<file path="config.mk">
export PLATFORM = sky130hd
export DESIGN_NAME = gpo_reg
export DESIGN_NICKNAME = d
export VERILOG_FILES = /design/src/rtl/gpo_reg.sv
export SDC_FILE = /design/constraint.sdc
export NUM_CORES = 1
export LEC_CHECK = 0
export CORE_MARGIN = 1
export CORE_UTILIZATION = 49
export CTS_CLUSTER_SIZE = 25
export DETAILED_ROUTE_END_ITERATION = 10
export GPL_TIMING_DRIVEN = 1
export PLACE_DENSITY = 0.82
export SLEW_MARGIN = 20
export SYNTH_ARGS = -nofsm -noshare
export SYNTH_HDL_FRONTEND = slang
export SYNTH_SLANG_ARGS = --single-unit
</file>
<file path="constraint.sdc">
create_clock -name SYSCLK -period 1.9 [get_ports SYSCLK]
set_clock_uncertainty 0.15 [all_clocks]
set_input_delay 0.475 -clock SYSCLK [delete_from_list [all_inputs] [get_ports SYSCLK]]
set_output_delay 0.475 -clock SYSCLK [all_outputs]
set_load 0.1 [all_outputs]
</file>
<file path="src/rtl/gpo_reg.sv">
// gpo_reg: I2C write-path register bank driving general-purpose outputs.
// Two slave ports share sixteen 8-bit output registers. Each port commits one
// write per chip-select assertion, on the rising edge of its write qualifier.
// Registers flagged in PULSE_MASK are self-clearing: they hold the written data
// for PULSE_LEN cycles and then return to their reset value.
// Optional feature macro: GPO_WPROT_EN. When defined, register 15 acts as a
// write-protect key; writing 8'hA5 unlocks registers 0..14, and any other
// value locks them again.

module gpo_reg #(
  parameter logic [127:0] RST_VAL    = 128'h0,
  parameter logic [15:0]  PULSE_MASK = 16'h0,
  parameter logic [7:0]   PULSE_LEN  = 8'd4
) (
  input  logic        SYSCLK,
  input  logic        RESET_N,
  input  logic        PORT_CS1,
  input  logic [15:0] OFFSET_SEL1,
  input  logic        RD_WR1,
  input  logic [7:0]  DIN1,
  input  logic        PORT_CS2,
  input  logic [15:0] OFFSET_SEL2,
  input  logic        RD_WR2,
  input  logic [7:0]  DIN2,
  output logic [7:0]  DOUT0,
  output logic [7:0]  DOUT1,
  output logic [7:0]  DOUT2,
  output logic [7:0]  DOUT3,
  output logic [7:0]  DOUT4,
  output logic [7:0]  DOUT5,
  output logic [7:0]  DOUT6,
  output logic [7:0]  DOUT7,
  output logic [7:0]  DOUT8,
  output logic [7:0]  DOUT9,
  output logic [7:0]  DOUT10,
  output logic [7:0]  DOUT11,
  output logic [7:0]  DOUT12,
  output logic [7:0]  DOUT13,
  output logic [7:0]  DOUT14,
  output logic [7:0]  DOUT15,
  output logic [15:0] WR_STB,
  output logic        COLLIDE,
  output logic        WP_LOCKED
);

  localparam logic [7:0] WP_KEY = 8'hA5;

  logic        wq1;
  logic        wq2;
  logic        wq1_d;
  logic        wq2_d;
  logic        commit1;
  logic        commit2;
  logic [15:0] wr_allow;
  logic [15:0] sel1_ok;
  logic [15:0] sel2_ok;
  logic [15:0] overlap;
  logic [15:0] wr_mask;
  logic [7:0]  wr_data [16];
  logic [7:0]  dout_r  [16];
  logic [7:0]  cnt_r   [16];
  logic [15:0] wr_stb_r;
  logic        collide_r;

  // Write qualifiers: a port is writing when selected, in write direction,
  // and addressing at least one register.
  assign wq1 = PORT_CS1 & ~RD_WR1 & (|OFFSET_SEL1);
  assign wq2 = PORT_CS2 & ~RD_WR2 & (|OFFSET_SEL2);

  // Only the first cycle of a qualifier assertion commits, so holding CS
  // for many cycles still produces a single write.
  assign commit1 = wq1 & ~wq1_d;
  assign commit2 = wq2 & ~wq2_d;

`ifdef GPO_WPROT_EN
  logic wp_locked_r;

  // While locked only the key register (15) may be written.
  assign wr_allow  = wp_locked_r ? 16'h8000 : 16'hFFFF;
  assign WP_LOCKED = wp_locked_r;
`else
  assign wr_allow  = 16'hFFFF;
  assign WP_LOCKED = 1'b0;
`endif

  // Effective per-port write masks; discarded selects never count as overlap.
  assign sel1_ok = commit1 ? (OFFSET_SEL1 & wr_allow) : 16'h0000;
  assign sel2_ok = commit2 ? (OFFSET_SEL2 & wr_allow) : 16'h0000;
  assign overlap = sel1_ok & sel2_ok;
  assign wr_mask = sel1_ok | sel2_ok;

  // Per-register write data: port 1 wins any register both ports select.
  always_comb begin
    for (int n = 0; n < 16; n++) begin
      wr_data[n] = sel1_ok[n] ? DIN1 : DIN2;
    end
  end

  // Edge-detect flops for the write qualifiers.
  always_ff @(posedge SYSCLK or negedge RESET_N) begin
    if (!RESET_N) begin
      wq1_d <= 1'b0;
      wq2_d <= 1'b0;
    end else begin
      wq1_d <= wq1;
      wq2_d <= wq2;
    end
  end

  // Register bank: writes load data (and reload pulse counters); pulse
  // registers count down and restore their reset value on the 1->0 step.
  always_ff @(posedge SYSCLK or negedge RESET_N) begin
    if (!RESET_N) begin
      for (int n = 0; n < 16; n++) begin
        dout_r[n] <= RST_VAL[8*n +: 8];
        cnt_r[n]  <= 8'd0;
      end
    end else begin
      for (int n = 0; n < 16; n++) begin
        if (wr_mask[n]) begin
          dout_r[n] <= wr_data[n];
          cnt_r[n]  <= PULSE_MASK[n] ? PULSE_LEN : 8'd0;
        end else if (PULSE_MASK[n] && (cnt_r[n] != 8'd0)) begin
          cnt_r[n] <= cnt_r[n] - 8'd1;
          if (cnt_r[n] == 8'd1) begin
            dout_r[n] <= RST_VAL[8*n +: 8];
          end
        end
      end
    end
  end

  // Write strobe and collision flags, aligned with the updated outputs.
  always_ff @(posedge SYSCLK or negedge RESET_N) begin
    if (!RESET_N) begin
      wr_stb_r  <= 16'h0000;
      collide_r <= 1'b0;
    end else begin
      wr_stb_r  <= wr_mask;
      collide_r <= |overlap;
    end
  end

`ifdef GPO_WPROT_EN
  // Key register writes update the lock; the new state gates the next commit.
  always_ff @(posedge SYSCLK or negedge RESET_N) begin
    if (!RESET_N) begin
      wp_locked_r <= 1'b1;
    end else if (wr_mask[15]) begin
      wp_locked_r <= (wr_data[15] != WP_KEY);
    end
  end
`endif

  assign WR_STB  = wr_stb_r;
  assign COLLIDE = collide_r;

  assign DOUT0  = dout_r[0];
  assign DOUT1  = dout_r[1];
  assign DOUT2  = dout_r[2];
  assign DOUT3  = dout_r[3];
  assign DOUT4  = dout_r[4];
  assign DOUT5  = dout_r[5];
  assign DOUT6  = dout_r[6];
  assign DOUT7  = dout_r[7];
  assign DOUT8  = dout_r[8];
  assign DOUT9  = dout_r[9];
  assign DOUT10 = dout_r[10];
  assign DOUT11 = dout_r[11];
  assign DOUT12 = dout_r[12];
  assign DOUT13 = dout_r[13];
  assign DOUT14 = dout_r[14];
  assign DOUT15 = dout_r[15];

endmodule

</file>
==> metrics.yaml <==
core_sq_mm: 0.0145
vdd_ir_drop_max_uv: 1070
clock.fmax_ghz: 0.519
dieArea_sq_mm: 0.0153
netlist_area_sq_mm: 0.00724
grt-ovfl-total: 0
rsz0062_at_grt: "true"
grt_pass1_wl_um: 40800
root_buffer: "clkbuf_16"
place_congestion: 0.937
postSynthCellCount: 679
slowest_delay_ns: 0.41
period_needed_ns: 1.93
areaGrowthSynthToFinish_pct: 66.8
drive_above_1_share: 0.337
top_level_ports: 200
cp-end-kind: "flop"
max_cap_violations: 0
yosysSeqAreaShare: 0.508
yosysWarningCount: 0
cpMaxStageDelayCell: "dfrtp_1"
cts_max_level: 4
ff2ff_setup_slack_ns: -0.03
cp.required_ns: 2.05
pre_cts_slack_ns: -0.439
nets: 947
critical_path_arrival_ns: 2.08
viasPerCell: 6.20
die_w_um: 124
setup_ws_ns: -0.0267
yosysUniqueCellTypes: 24
crit_chain: "nor3b_4 > clkbuf_16 > and2_4 > mux2i_1 > o21ai_1"
die_h_um: 124
start_util: 0.500
io_buffers: 198
report.final.slew_viol_count: 0
path_clk_slew_ns: 0.06
clk_path_buf_depth: 2
antenna_found_initial: 0
powerDensity_mw_per_mm2: 1390
cts_num_sinks: 147
dr.pass1.iters: 6
critPathMaxFanout: 9
post_drt_wl_per_cell_um: 25.8
rows: 44
critPathBufInv: 1
ant_nets: 0
grt_start_max_net_pins: 40
critical_path_class: "reg2reg"
grt_use_total: 0.372
fin_hold_ws_ns: 0.306
syn_nets: 733
hold_viol: 0
wl_um: 28100
post-dp-hpwl_um: 18100
setup_viol: 4
min_period_over_period: 1.01
numCtsBuffers: 17
drc_errors: 0
grt_pass1_vias: 7145
startpoint_type: "flop"
antenna_cells: 0
drt_iter0_drc: 887
outcome: "finished, violations left"
p_leak_nw: 5.05
route.vias.total: 6760
failed_checks: "setup timing"
min_path_type: "in2reg"
cts_tree: "built"
postSynthAreaPerCell_sq_um: 10.7
worstSkewPairLatency_ns: 0.43
cp_top_family: "simple AND/OR/NAND/NOR gates"
ys_ff_latch: 147
fill_cells: 687
[stage by stage]
step	instance area (sq um)	util	TNS [ns]	power [W]	cells
final	12100	0.834	-0.0690	0.0168	1090
after global routing	12100	0.834	-0.944	0.0172	1090
after CTS	12000	0.827	-0.00367	0.0167	1088
after detailed placement	11300	0.780	-44.79	0.0129	1054
after global placement	11300	0.780	-37.32	0.0127	1054
after floorplan	7240	-	0	0.00927	679
[metal layers]
metal | wire, um | global-route usage | vias to the layer above | share of wire
li1 | - | - | 2740 | -
met1 | 9380 | 0.417 | 3304 | 0.33
met2 | 14200 | 0.622 | 541 | 0.51
met3 | 2620 | 0.0971 | 175 | 0.093
met4 | 1870 | 0.251 | 0 | 0.067
met5 | 0 | 0 | - | 0
[what timing repair did]
action | 4_1_cts | 5_1_grt
pin swaps | 0 | 4
gates resized for setup | 7 | 24
endpoints found under the hold margin | 30 | 0
endpoints found under the setup margin | 6 | 33
gates cloned | 0 | 2
hold buffers | 1 | 0
buffers inserted | 1 | 0
[synthesized netlist by cell type]
cell type,n,area (sq um)
or2_2,16,100
a41oi_1,2,17.5
nor3b_4,2,37.5
and2_4,9,78.8
nand4_1,1,6.26
mux2i_1,128,1280
a22o_1,4,35.0
nand2_1,128,480
dfrtp_1,147,3680
conb_1,1,3.75
buf_12,9,180
and3_1,1,6.26
buf_6,5,56.3
o21ai_0,44,220
nand2b_1,2,12.5
nor4_1,8,50.1
clkbuf_1,2,7.51
a221oi_1,4,35.0
buf_4,22,165
and2_1,23,144
o21ai_2,11,96.3
buf_2,36,180
clkbuf_2,1,5.00
o21ai_1,73,365
[cells in the final DEF (no fill, tap or decap), types with 2 or more instances in the layout]
master           Yosys  routed
buf_12               9     182
dfrtp_1            147     147
nand2_1            128     128
mux2i_1            128     117
o21ai_1             73      79
clkdlybuf4s50_1      0      50
o21ai_0             44      36
buf_4               22      31
and2_1              23      18
clkbuf_16            0      18
or2_2               16      16
and2_4               9      14
o21ai_2             11      13
mux2i_2              0       9
nor4_1               8       8
bufinv_16            0       5
a22o_1               4       4
a221oi_1             4       4
inv_6                0       4
clkinv_4             0       3
nor3b_4              2       2
nand2b_1             2       2
a41oi_1              2       2
mux2i_4              0       2
clkinv_2             0       2
dlymetal6s2s_1       0       2
buf_6                5       2
[state kept, by name, summed over array words and instances, names as in the netlist]
name and count:
DOUT6 8, DOUT5 8, DOUT11 8, DOUT14 8, wq1_d 1, wq2_d 1
WR_STB 16, DOUT9 8, DOUT7 8, DOUT8 8, DOUT0 8, DOUT15 8
DOUT1 8, DOUT2 8, DOUT3 8, COLLIDE 1, DOUT4 8, DOUT10 8
DOUT13 8, DOUT12 8
[cells by family after synthesis]
| group | count (synthesis) | synth area share |
|---|---|---|
| AO/OA/AOI/OAI | 138 | 0.106 |
| buffers and inverters | 75 | 0.0821 |
| flip-flops | 147 | 0.508 |
| multiplexers | 128 | 0.177 |
| other | 1 | 0.000518 |
| AND/OR/NAND/NOR | 190 | 0.126 |
[final timing paths]
path                       startpoint       end  cells past startpoint
setup reg to reg                wq2_d  DOUT6[3]                      5
setup / recovery                wq2_d  DOUT6[3]                      5
hold / removal               PORT_CS2     wq2_d                      3
min in group asynchronous     RESET_N  DOUT0[3]                      2
max in group asynchronous     RESET_N  DOUT7[0]                      3
hold reg to reg              DOUT9[4]  DOUT9[4]                      2
[cell type report]
cell class                 count  area, sq um  area share
sequential                   147         3680       0.305
tap                          184          230      0.0191
clock inverter                15          229      0.0190
clock buffer                  17          425      0.0352
multi-input combinational    458         3060       0.253
timing repair buffer         269         4460       0.369
[power by group]
part           switching (W)  internal, W  total [W]
clock network        0.00141      0.00235    0.00376
logic                0.00556      0.00296    0.00853
registers           0.000807      0.00372    0.00453
total                0.00779      0.00903     0.0168
[worst min-delay path: stages]
cell and delay, ns:
dlymetal6s2s_1 0.14, nand2b_1 0.14, a41oi_1 0.08
No activity file was read; power rests on OpenSTA's default activity.
